--- config.mk ---
export PLATFORM = sky130hd
export DESIGN_NAME = spi_dac_master_mc
export DESIGN_NICKNAME = d
export VERILOG_FILES = /design/src/rtl/spi_dac_master_mc.sv
export SDC_FILE = /design/constraint.sdc
export NUM_CORES = 1
export LEC_CHECK = 0
export CAP_MARGIN = 20
export CORE_AREA = 2 2 79 81
export DETAILED_ROUTE_END_ITERATION = 10
export DIE_AREA = 0 0 81 83
export GPL_TIMING_DRIVEN = 0
export PLACE_DENSITY_LB_ADDON = 0.3
export SLEW_MARGIN = 10
export SYNTH_ARGS = -nofsm -noshare
export SYNTH_HDL_FRONTEND = slang
export SYNTH_SLANG_ARGS = --single-unit
export TNS_END_PERCENT = 20
--- constraint.sdc ---
create_clock -name sys_clk -period 2.9 [get_ports sys_clk]
set_clock_uncertainty 0.2 [all_clocks]
set_input_delay 0.435 -clock sys_clk [delete_from_list [all_inputs] [get_ports sys_clk]]
set_output_delay 0.435 -clock sys_clk [all_outputs]
set_load 0.05 [all_outputs]
--- src/rtl/spi_dac_master_mc.sv ---
// Multi-channel SPI (mode 0) master feeding NUM_CH serial DACs in parallel.
// One shared SCK / active-low CS, one MOSI per lane, MSB first.
// Frame sequence: IDLE -> SHIFT -> HOLD -> GAP -> IDLE.
// Optional feature macro: SPI_DAC_OFFSET_BIN_EN (invert each lane's MSB at latch
// time, turning a two's-complement sample into an offset-binary DAC code).
module spi_dac_master_mc #(
    parameter int NUM_CH  = 2,
    parameter int DATA_W  = 16,
    parameter int CLK_DIV = 2,
    parameter int CS_IDLE = 2
) (
    input  logic                     sys_clk,
    input  logic                     sys_rst_n,
    input  logic [NUM_CH*DATA_W-1:0] i_data,
    input  logic                     i_valid,
    output logic                     o_ready,
    output logic                     o_sck,
    output logic                     o_cs,
    output logic [NUM_CH-1:0]        o_mosi,
    output logic                     o_busy,
    output logic                     o_frame_done
);

    localparam int VEC_W   = NUM_CH * DATA_W;
    localparam int DIV_MAX = (CLK_DIV > CS_IDLE) ? CLK_DIV : CS_IDLE;
    localparam int BIT_W   = $clog2(DATA_W + 1);
    localparam int DIV_W   = $clog2(DIV_MAX + 1);

    localparam logic [DIV_W-1:0] HALF_LAST = DIV_W'(CLK_DIV - 1);
    localparam logic [DIV_W-1:0] GAP_LAST  = DIV_W'(CS_IDLE - 1);
    localparam logic [BIT_W-1:0] BIT_LAST  = BIT_W'(DATA_W - 1);

    typedef enum logic [1:0] {
        ST_IDLE  = 2'd0,
        ST_SHIFT = 2'd1,
        ST_HOLD  = 2'd2,
        ST_GAP   = 2'd3
    } state_t;

    // Word conversion applied once, when the lanes are captured.
    function automatic logic [VEC_W-1:0] latch_words(input logic [VEC_W-1:0] data);
        logic [VEC_W-1:0] w;
        w = data;
`ifdef SPI_DAC_OFFSET_BIN_EN
        for (int n = 0; n < NUM_CH; n++) begin
            w[n*DATA_W + DATA_W - 1] = ~data[n*DATA_W + DATA_W - 1];
        end
`endif
        return w;
    endfunction

    // Collect bit 'pos' of every lane into one MOSI vector.
    function automatic logic [NUM_CH-1:0] lane_bits(input logic [VEC_W-1:0] v, input int pos);
        logic [NUM_CH-1:0] b;
        b = '0;
        for (int n = 0; n < NUM_CH; n++) begin
            b[n] = v[n*DATA_W + pos];
        end
        return b;
    endfunction

    // Shift each lane left by one independently so no bit leaks between lanes.
    function automatic logic [VEC_W-1:0] shift_lanes(input logic [VEC_W-1:0] v);
        logic [VEC_W-1:0] s;
        s = '0;
        for (int n = 0; n < NUM_CH; n++) begin
            s[n*DATA_W +: DATA_W] = {v[n*DATA_W +: DATA_W-1], 1'b0};
        end
        return s;
    endfunction

    state_t              r_state, w_state;
    logic [BIT_W-1:0]    r_bit_cnt, w_bit_cnt;
    logic [DIV_W-1:0]    r_div_cnt, w_div_cnt;
    logic [VEC_W-1:0]    r_shift, w_shift;
    logic                r_sck, w_sck;
    logic                r_cs, w_cs;
    logic [NUM_CH-1:0]   r_mosi, w_mosi;
    logic                r_ready, w_ready;
    logic                r_frame_done, w_frame_done;
    logic                r_busy;
    logic [VEC_W-1:0]    w_latched;

    assign w_latched = latch_words(i_data);

    // Next-state and next-output decode; outputs are computed one cycle ahead
    // so that every port comes straight from a flop.
    always_comb begin
        w_state      = r_state;
        w_bit_cnt    = r_bit_cnt;
        w_div_cnt    = r_div_cnt;
        w_shift      = r_shift;
        w_sck        = r_sck;
        w_cs         = r_cs;
        w_mosi       = r_mosi;
        w_ready      = r_ready;
        w_frame_done = 1'b0;
        case (r_state)
            ST_IDLE: begin
                w_ready = 1'b1;
                w_cs    = 1'b1;
                w_sck   = 1'b0;
                w_mosi  = '0;
                if (i_valid) begin
                    w_state   = ST_SHIFT;
                    w_shift   = w_latched;
                    w_mosi    = lane_bits(w_latched, DATA_W - 1);
                    w_cs      = 1'b0;
                    w_ready   = 1'b0;
                    w_bit_cnt = '0;
                    w_div_cnt = '0;
                end else begin
                    w_state = ST_IDLE;
                end
            end
            ST_SHIFT: begin
                w_cs = 1'b0;
                if (r_div_cnt == HALF_LAST) begin
                    w_div_cnt = '0;
                    if (!r_sck) begin
                        w_sck = 1'b1;
                    end else begin
                        w_sck = 1'b0;
                        if (r_bit_cnt == BIT_LAST) begin
                            // Last bit stays on MOSI through HOLD.
                            w_state   = ST_HOLD;
                            w_bit_cnt = '0;
                        end else begin
                            w_bit_cnt = r_bit_cnt + BIT_W'(1);
                            w_shift   = shift_lanes(r_shift);
                            w_mosi    = lane_bits(r_shift, DATA_W - 2);
                        end
                    end
                end else begin
                    w_div_cnt = r_div_cnt + DIV_W'(1);
                end
            end
            ST_HOLD: begin
                w_cs  = 1'b0;
                w_sck = 1'b0;
                if (r_div_cnt == HALF_LAST) begin
                    w_state      = ST_GAP;
                    w_div_cnt    = '0;
                    w_cs         = 1'b1;
                    w_mosi       = '0;
                    w_frame_done = 1'b1;
                end else begin
                    w_div_cnt = r_div_cnt + DIV_W'(1);
                end
            end
            ST_GAP: begin
                w_cs    = 1'b1;
                w_sck   = 1'b0;
                w_mosi  = '0;
                w_ready = 1'b0;
                if (r_div_cnt == GAP_LAST) begin
                    w_state   = ST_IDLE;
                    w_div_cnt = '0;
                    w_ready   = 1'b1;
                end else begin
                    w_div_cnt = r_div_cnt + DIV_W'(1);
                end
            end
            default: begin
                w_state   = ST_IDLE;
                w_bit_cnt = '0;
                w_div_cnt = '0;
                w_shift   = '0;
                w_sck     = 1'b0;
                w_cs      = 1'b1;
                w_mosi    = '0;
                w_ready   = 1'b1;
            end
        endcase
    end

    // State, counters, shift registers and output flops; reset aborts any frame.
    always_ff @(posedge sys_clk or negedge sys_rst_n) begin
        if (!sys_rst_n) begin
            r_state      <= ST_IDLE;
            r_bit_cnt    <= '0;
            r_div_cnt    <= '0;
            r_shift      <= '0;
            r_sck        <= 1'b0;
            r_cs         <= 1'b1;
            r_mosi       <= '0;
            r_ready      <= 1'b1;
            r_busy       <= 1'b0;
            r_frame_done <= 1'b0;
        end else begin
            r_state      <= w_state;
            r_bit_cnt    <= w_bit_cnt;
            r_div_cnt    <= w_div_cnt;
            r_shift      <= w_shift;
            r_sck        <= w_sck;
            r_cs         <= w_cs;
            r_mosi       <= w_mosi;
            r_ready      <= w_ready;
            r_busy       <= ~w_ready;
            r_frame_done <= w_frame_done;
        end
    end

    assign o_ready      = r_ready;
    assign o_busy       = r_busy;
    assign o_sck        = r_sck;
    assign o_cs         = r_cs;
    assign o_mosi       = r_mosi;
    assign o_frame_done = r_frame_done;

endmodule

==> impl_metrics.tcl, run 1 <==
set metrics [dict create \
    internal-power_w 0.00202 \
    rsz0062_at_grt "false" \
    synth-edff-count 0 \
    holdCritPathClass "in2reg" \
    period_needed_ns 2.27 \
    vias_per_cell 5.54 \
    cts_tree "yes" \
    hp-start "i_valid" \
    worst_setup_path_end_kind "output pin" \
    dr_total_vias 2066 \
    critPathBufInv 1 \
    power_frac_comb_pct 52.1 \
    drc 0 \
    track_usage_pct 18.2 \
    start_util_pct 44.0 \
    reg2reg_to "r_shift[2]" \
    hold_depth 2 \
    instances_no_fill 373 \
    hold_viol 0 \
    powerDensity_nw_per_um2 1060 \
    finalMaxSlewViolations 0 \
    antenna_cells 0 \
    peakVddDrop_v 0.000620 \
    yosysMostFrequentCell "dfrtp_1" \
    min_delay_worst_endpoint "o_cs" \
    firstDrtPassIters 4 \
    area_delta_synth_final_pct 24.9 \
    drt-total-wl_mm 5.71 \
    pin_count 42 \
    p_sw_share_pct 40.2 \
    coreArea_um2 5820 \
    wl_per_cell_um 15.3 \
    async_flop_share_pct 100 \
    cts-buffers-inserted 5 \
    arrival_ns 1.63 \
    place.gp.congestion 0.741 \
    dieArea_um2 6720 \
    r2r_slack_ns 0.66 \
    cap_viol_max_count 0 \
    synth-main-ff-cell "dfrtp_1" \
    slowest_stage "clkdlybuf4s50_1" \
    synth.distinct_cells 37 \
    finalCritPeriodShare_pct 78.1 \
    rr_startpoint "r_state[0]" \
    cts_setup_buffers 0 \
    crit_path_max_fanout 2 \
    dp.cells 364 \
    postSynthAreaPerCell_um2 10.3 \
    critPathLaunchType "flop" \
    worstPathCellList "clkdlybuf4s50_1" \
    die_w_um 81 \
    synth_top_area_cell "dfrtp_1" \
    synth_area_leaders "dfrtp_1, a221o_2, a21oi_1" \
    die_h_um 83 \
    synth_nets 289 \
    required_ns 2.27 \
    startpoint "o_ready" \
    synthesis.instances 248 \
    layout-drive-gt1-share_pct 18.8 \
    cts_resized 0 \
    p_clk_share_pct 14.7 \
    setup_violations 0 \
    hpwlAfterDp_mm 3.90 \
    ff2ff_path_depth 7 \
    syn-cell-area_um2 2560 \
    cts_max_path_buffers 2 \
    synthTopCellsByCount "dfrtp_1, a21oi_1, nor2_1, nor2b_1, a221o_2" \
    ys_seq_area_share_pct 45.0 \
    clock_latency_ns 0.31 \
    p_seq_share_pct 33.2 \
    p_leak_nw 1.40 \
    cts-root-buf "clkbuf_8" \
    timing.fmax_ghz 0.441 \
    first_iter_violations 124 \
    synth_top_area_share_pct 43.0 \
    cts_htree_levels 2 \
    grt_pass1_vias 2055 \
    ys_warn_count 0 \
    netSwitchingPower_w 0.00136 \
    maxSlewHeadroom_pct 56.3 \
    status "complete, no violations" \
    grt_max_degree 36 \
    grt_pass1_wl_mm 9.71 \
    fin_tns_setup_ns 0 \
    worst_pin_slew_ns 0.651 \
    path_class "reg2out" \
    cpPeakStageDelay_ns 0.80 \
    ys_ff_latch 46 \
    cts.sinks 46 \
    port_buffers 40 \
    ant_nets 0 \
    layout.nets 338 \
    antenna_found_initial 0 \
    cpLargestDelayFamily "buffers and inverters" \
    num_rows 28 \
    overflow 0 \
    path_clk_slew_ns 0.09 \
]
worst max path at each step:
stage,slack [ns],end,cells past startpoint
after floorplan,0.89,r_shift[28],5
after global placement,-0.19,r_shift[0],1
after detailed placement,0.69,r_shift[2],7
after CTS,0.62,o_sck,1
after global routing,0.53,r_shift[2],7
final,0.63,o_ready,1
flip-flops by register name (all words and copies together) (netlist names):
signal	flops
o_busy	1
r_shift	30
r_div_cnt	2
o_frame_done	1
r_state	2
o_sck	1
o_ready	1
r_bit_cnt	5
o_mosi	2
o_cs	1
repair_timing:
action / in CTS / in global routing
hold buffers: 1 / 0
hold endpoints to repair: 11 / 0
endpoints found under the setup margin: 0 / 0
power by group through the flow:
stage	Clock (W)	Combinational, W	Sequential (W)
2_1_floorplan	0	0.00124	0.00122
3_3_place_gp	0	0.00173	0.00112
3_5_place_dp	0	0.00176	0.00113
4_1_cts	0.000513	0.00178	0.00112
5_1_grt	0.000552	0.00196	0.00116
6_report	0.000497	0.00176	0.00112
metrics by stage:
stage | utilization [%] | setup WS [ns] | area (µm²) | hold slack (ns) | total power (W)
2_1_floorplan | - | 0.894 | 2560 | -0.0606 | 0.00246
3_3_place_gp | 52.5 | -0.186 | 3060 | 0.290 | 0.00285
3_5_place_dp | 52.8 | 0.694 | 3070 | 0.147 | 0.00289
4_1_cts | 55.0 | 0.618 | 3200 | 0.174 | 0.00341
5_1_grt | 55.0 | 0.528 | 3200 | 0.186 | 0.00367
6_report | 55.0 | 0.634 | 3200 | 0.188 | 0.00338
placed cells by master, fill, tap and decap left out, types with 2 or more instances in the layout:
cell type	netlist	routed
o21ai_0	5	5
nor2b_1	28	28
a21oi_1	35	35
clkbuf_8	0	5
nand2_1	6	6
a32o_1	2	2
dfstp_2	2	2
nand2b_1	3	3
nor2_1	33	33
nand3_1	5	5
a221o_2	22	22
inv_1	3	3
ha_1	6	6
mux2_2	4	4
nor3_1	3	3
o2bb2ai_1	2	2
and2b_1	2	2
mux2i_1	4	4
dfrtp_1	44	44
clkdlybuf4s50_1	0	39
buf_6	9	9
buf_4	2	2
clkbuf_1	7	7
a221o_1	6	6
layout make-up:
type	count	area [µm²]
sequential	46	1150
tap	75	93.8
inverter	4	15.0
fill	539	2620
clock buffer	5	68.8
timing repair buffer	42	425
multi-input combinational	180	1250
buffer	18	143
clock inverter	3	48.8
kinds of logic (layout without fill, tap and decap cells):
logic type,count (synthesis),in the layout,synth area share [%]
DFF,46,46,45.0
and+or+nand+nor,88,88,19.3
xor gates and xnor gates,1,1,0.342
buffers and inverters,22,72,6.16
adders and majority gates,6,6,2.93
AOI/OAI and AO/OA,77,77,22.9
muxes,8,8,3.32
layer usage:
layer | GRT usage (%) | part of all wire, %
met1 | 25.8 | 47
met2 | 28.1 | 46
met5 | 0 | 0
met4 | 5.39 | 1.5
met3 | 3.37 | 5.0
Note: power is estimated with default switching activity, not from simulation.
==> inputs of run 2 (changes only) <==
==> constraint.sdc (replaced) <==
create_clock -name sys_clk -period 2.1 [get_ports sys_clk]
set_clock_uncertainty 0.2 [all_clocks]
set_input_delay 0.315 -clock sys_clk [delete_from_list [all_inputs] [get_ports sys_clk]]
set_output_delay 0.315 -clock sys_clk [all_outputs]
set_load 0.05 [all_outputs]
==> impl_metrics.tcl, run 2 (same netlist as run 1, synthesis figures left out) <==
set metrics [dict create \
    dr_wl_met3_um 269 \
    largest_reg_flops 30 \
    layout.nets 345 \
    internal-power_w 0.00287 \
    mostFrequentLayoutCells "dfrtp_1, clkdlybuf4s50_1, nor2_1" \
    clock_latency_ns 0.31 \
    drt-total-wl_mm 5.75 \
    place.gp.congestion 0.741 \
    power_frac_comb_pct 53.4 \
    cts_tree "yes" \
    grt_pass1_vias 2074 \
    regMostFlops "r_shift" \
    area_delta_synth_final_pct 29.3 \
    netSwitchingPower_w 0.00193 \
    cts-buffers-inserted 5 \
    layout-drive-gt1-share_pct 26.2 \
    cts_htree_levels 2 \
    post-route-worst-setup-slack_ns 0.0650 \
    die_w_um 81 \
    worst_setup_path_end_kind "flop" \
    pin_count 42 \
    cpPeakStageDelay_ns 0.38 \
    path_clk_slew_ns 0.10 \
    final_cell_area_um2 3310 \
    cts.sinks 46 \
    p_leak_nw 1.46 \
    grt_max_degree 36 \
    dr_total_vias 2089 \
    timing.fmax_ghz 0.491 \
    coreArea_um2 5820 \
    vias_per_cell 5.50 \
    rsz0062_at_grt "true" \
    maxSlewHeadroom_pct 64.9 \
    cpLargestDelayFamily "buffers and inverters" \
    start_util_pct 44.0 \
    worst_pin_slew_ns 0.526 \
    cts-root-buf "clkbuf_8" \
    path_class "reg2reg" \
    fin_tns_setup_ns 0 \
    period_needed_ns 2.04 \
    firstDrtPassIters 4 \
    hpwlAfterDp_mm 3.90 \
    ant_nets 0 \
    port_buffers 40 \
    cts_max_path_buffers 2 \
    hold_viol 0 \
    antenna_cells 0 \
    pre_cts_ws_ns -0.106 \
    finalCritPeriodShare_pct 96.9 \
    crit_path_max_fanout 10 \
    route.met2.wl_mm 2.70 \
    largest_registers "r_shift: 30 flops, r_bit_cnt: 5 flops" \
    p_sw_share_pct 40.3 \
    instances_no_fill 380 \
    p_clk_share_pct 14.4 \
    p_seq_share_pct 32.3 \
    grt_pass1_wl_mm 9.85 \
    num-fill-cells 525 \
    holdCritPathClass "in2reg" \
    critPathMostFrequentCell "buf_6" \
    overflow 0 \
    cap_viol_max_count 0 \
    critPathLaunchType "flop" \
    finalMaxSlewViolations 0 \
    final_common_cell "dfrtp_1" \
    first_iter_violations 120 \
    place_area_um2 3070 \
    required_ns 2.10 \
    peakVddDrop_v 0.000876 \
    die_h_um 83 \
    critPathBufInv 4 \
    wl_per_cell_um 15.1 \
    status "complete, no violations" \
    num_rows 28 \
    dieArea_um2 6720 \
    drc 0 \
    track_usage_pct 18.4 \
    wl_met1_mm 2.71 \
    dr.max_layer_used "met4" \
    slowest_stage "dfrtp_1" \
    antenna_found_initial 0 \
    powerDensity_nw_per_um2 1450 \
    worstPathCellList "inv_2 > ha_2 > buf_6 > and2_2 > buf_6 > buf_6 > a21oi_1 > nor2_1 > a221o_2" \
    arrival_ns 2.04 \
    setup_violations 0 \
    dp.cells 364 \
]
## run 2: through the flow
stage | hold slack (ns) | power [W] | util, %
2_1_floorplan | -0.181 | 0.00339 | -
3_3_place_gp | 0.290 | 0.00394 | 52.5
3_5_place_dp | 0.0266 | 0.00400 | 52.8
4_1_cts | 0.0538 | 0.00473 | 55.8
5_1_grt | 0.0716 | 0.00520 | 56.9
6_report | 0.0702 | 0.00480 | 56.9
## run 2: worst paths after layout
path                       cells after the start  slack, ns           to   startpoint
min reg2reg                                    1       0.32  r_shift[16]  r_shift[16]
min                                            2       0.07         o_cs      i_valid
max in group asynchronous                      3       0.92         o_cs    sys_rst_n
min in group asynchronous                      2       0.21  r_shift[10]    sys_rst_n
max                                            9       0.06  r_shift[19]   r_state[1]
max reg2reg                                    9       0.06  r_shift[19]   r_state[1]
## run 2: cell type report
type	count	area (µm²)	share of cell area (%)
sequential	46	1150	34.8
buffer	18	150	4.53
timing repair buffer	49	487	14.7
clock inverter	3	48.8	1.47
tap	75	93.8	2.83
clock buffer	5	68.8	2.08
inverter	4	17.5	0.529
multi-input combinational	180	1290	39.0
## run 2: power by group through the flow
stage	clock network, W	registers, W	logic [W]
floorplan	0	0.00168	0.00171
global placement	0	0.00155	0.00239
detailed placement	0	0.00156	0.00244
CTS	0.000708	0.00154	0.00248
global route	0.000762	0.00159	0.00284
finish	0.000689	0.00155	0.00256
## run 2: timing repair
action | CTS | global route
endpoints found under the setup margin | 29 | 30
pin swaps | 1 | 0
hold buffers | 1 | 0
resized for setup | 5 | 18
buffers inserted | 5 | 2
endpoints found under the hold margin | 11 | 0
## run 2: layer usage
layer | GRT usage [%] | up-vias
met4 | 5.39 | 0
met2 | 28.4 | 53
met1 | 26.2 | 1022
met3 | 3.37 | 6
li1 | - | 1008
met5 | 0 | -
==> inputs of run 3 (changes only) <==
--- a/config.mk
+++ b/config.mk
@@ -6,9 +6,9 @@
 export NUM_CORES = 1
 export LEC_CHECK = 0
 export CAP_MARGIN = 20
-export CORE_AREA = 2 2 79 81
+export CORE_AREA = 2 2 75 77
 export DETAILED_ROUTE_END_ITERATION = 10
-export DIE_AREA = 0 0 81 83
+export DIE_AREA = 0 0 77 79
 export GPL_TIMING_DRIVEN = 0
 export PLACE_DENSITY_LB_ADDON = 0.3
 export SLEW_MARGIN = 10
==> impl_metrics.tcl, run 3 (same netlist as run 1, synthesis figures left out) <==
set metrics [dict create \
    first_iter_violations 122 \
    cts_htree_levels 2 \
    place.gp.congestion 0.798 \
    path_clk_slew_ns 0.09 \
    setup_violations 0 \
    pin_count 42 \
    ff2ff_path_depth 8 \
    dr_total_vias 2015 \
    utilization_pct 61.3 \
    die_w_um 77 \
    holdCritPathClass "in2reg" \
    mostFrequentLayoutCells "dfrtp_1, clkdlybuf4s50_1, a21oi_1" \
    r2r_slack_ns 0.07 \
    grt_max_degree 29 \
    hold_viol 0 \
    firstDrtPassIters 4 \
    largest_registers "r_shift: 30 flops, r_bit_cnt: 5 flops" \
    antenna_cells 0 \
    arrival_ns 2.01 \
    num_rows 27 \
    required_ns 2.08 \
    hp-start "i_valid" \
    crit_path_max_fanout 10 \
    netSwitchingPower_w 0.00192 \
    cts.sinks 46 \
    antenna_found_initial 0 \
    maxSlewHeadroom_pct 66.3 \
    reg2reg_to "r_shift[28]" \
    ant_nets 0 \
    grt_pass1_wl_mm 9.36 \
    start_util_pct 48.0 \
    die_h_um 79 \
    period_needed_ns 2.03 \
    layout-drive-gt1-share_pct 23.9 \
    p_sw_share_pct 40.1 \
    drt-total-wl_mm 5.73 \
    path_class "reg2reg" \
    final_common_cell "dfrtp_1" \
    cts-buffers-inserted 5 \
    track_usage_pct 19.4 \
    cts_max_path_buffers 2 \
    rsz0062_at_grt "false" \
    status "complete, no violations" \
    critPathLaunchType "flop" \
    power_frac_comb_pct 53.4 \
    port_buffers 40 \
    finalMaxSlewViolations 0 \
    worst_pin_slew_ns 0.505 \
    internal-power_w 0.00287 \
    clock_latency_ns 0.31 \
    totalPowerFinal_w 0.00479 \
    timing.fmax_ghz 0.493 \
    wl_per_cell_um 15.2 \
    largest_reg_flops 30 \
    drc 0 \
    cap_viol_max_count 0 \
    hpwlAfterDp_mm 3.91 \
    overflow 0 \
    layout.nets 346 \
    peakVddDrop_v 0.00103 \
    min_delay_worst_endpoint "o_cs" \
    grt_pass1_vias 1958 \
    p_clk_share_pct 14.3 \
    powerDensity_nw_per_um2 1460 \
    regMostFlops "r_shift" \
    finalCritPeriodShare_pct 96.6 \
    rr_startpoint "r_state[0]" \
    area_delta_synth_final_pct 27.7 \
    cts-root-buf "clkbuf_8" \
    worst_setup_path_end_kind "flop" \
    coreArea_um2 5340 \
    dieArea_um2 6080 \
    vias_per_cell 5.33 \
    cts_tree "yes" \
    hold_depth 2 \
    p_leak_nw 1.46 \
    p_seq_share_pct 32.3 \
]
-- run 3: changes by cell type in the layout (fill, tap and decap cells not counted) --
cell | previous run | this run
a21oi_1 | 26 | 33
a21oi_2 | 9 | 2
buf_2 | 1 | 3
and2_4 | 0 | 1
buf_4 | 8 | 11
and2_2 | 1 | 0
ha_2 | 1 | 0
ha_1 | 5 | 6
buf_12 | 2 | 1
buf_6 | 8 | 7
clkbuf_2 | 3 | 1
-- run 3: critical path: stages (launching register included) --
cell and delay (ns):
dfrtp_1 0.40, buf_4 0.14, ha_1 0.18, buf_4 0.17
inv_4 0.12, nor4_4 0.06, buf_4 0.16, buf_6 0.14
a221o_2 0.34
-- run 3: cell type report --
type,count,area (µm²)
sequential,46,1150
timing repair buffer,51,489
fill,495,2070
tap,72,90.1
clock buffer,5,68.8
multi-input combinational,180,1260
buffer,17,139
inverter,4,17.5
clock inverter,3,48.8
-- run 3: metrics by stage --
stage / std cells / setup TNS [ns] / hold slack [ns] / instance area, µm² / worst slack [ns]
floorplan: 248 / 0 / -0.181 / 2560 / 0.0935
global placement: 360 / -38.55 / 0.292 / 3050 / -0.833
detailed placement: 361 / -1.68 / 0.0994 / 3070 / -0.108
CTS: 375 / 0 / 0.0329 / 3230 / 0.00645
global route: 378 / 0 / 0.0478 / 3270 / 0.00420
finish: 378 / 0 / 0.0491 / 3270 / 0.0716
-- run 3: worst max path at each step --
stage | start | to | slack [ns] | depth (start not counted)
CTS | r_state[0] | r_shift[28] | 0.006 | 8
floorplan | o_sck | r_shift[28] | 0.09 | 5
detailed placement | r_state[0] | r_shift[2] | -0.11 | 7
global route | r_state[0] | r_shift[3] | 0.004 | 9
finish | r_state[0] | r_shift[28] | 0.07 | 8
global placement | sys_rst_n | r_shift[0] | -0.83 | 1
-- run 3: power groups by stage --
stage	sequential (W)	combinational (W)	clock, W
after floorplan	0.00168	0.00171	0
after global placement	0.00155	0.00239	0
after detailed placement	0.00156	0.00243	0
after CTS	0.00154	0.00248	0.000703
after global routing	0.00159	0.00282	0.000745
final	0.00155	0.00256	0.000685
-- run 3: timing repair --
item,CTS,global route
endpoints found under the setup margin,28,30
hold endpoints to repair,16,0
gates resized for setup,4,15
hold buffers,1,0
pin swaps,1,1
setup buffers,5,4
-- run 3: layer usage --
layer | track usage [%] | share of wire [%]
met3 | 4.43 | 4.5
met5 | 0 | 0
met2 | 31.1 | 46
met4 | 5.36 | 0.85
met1 | 26.5 | 49
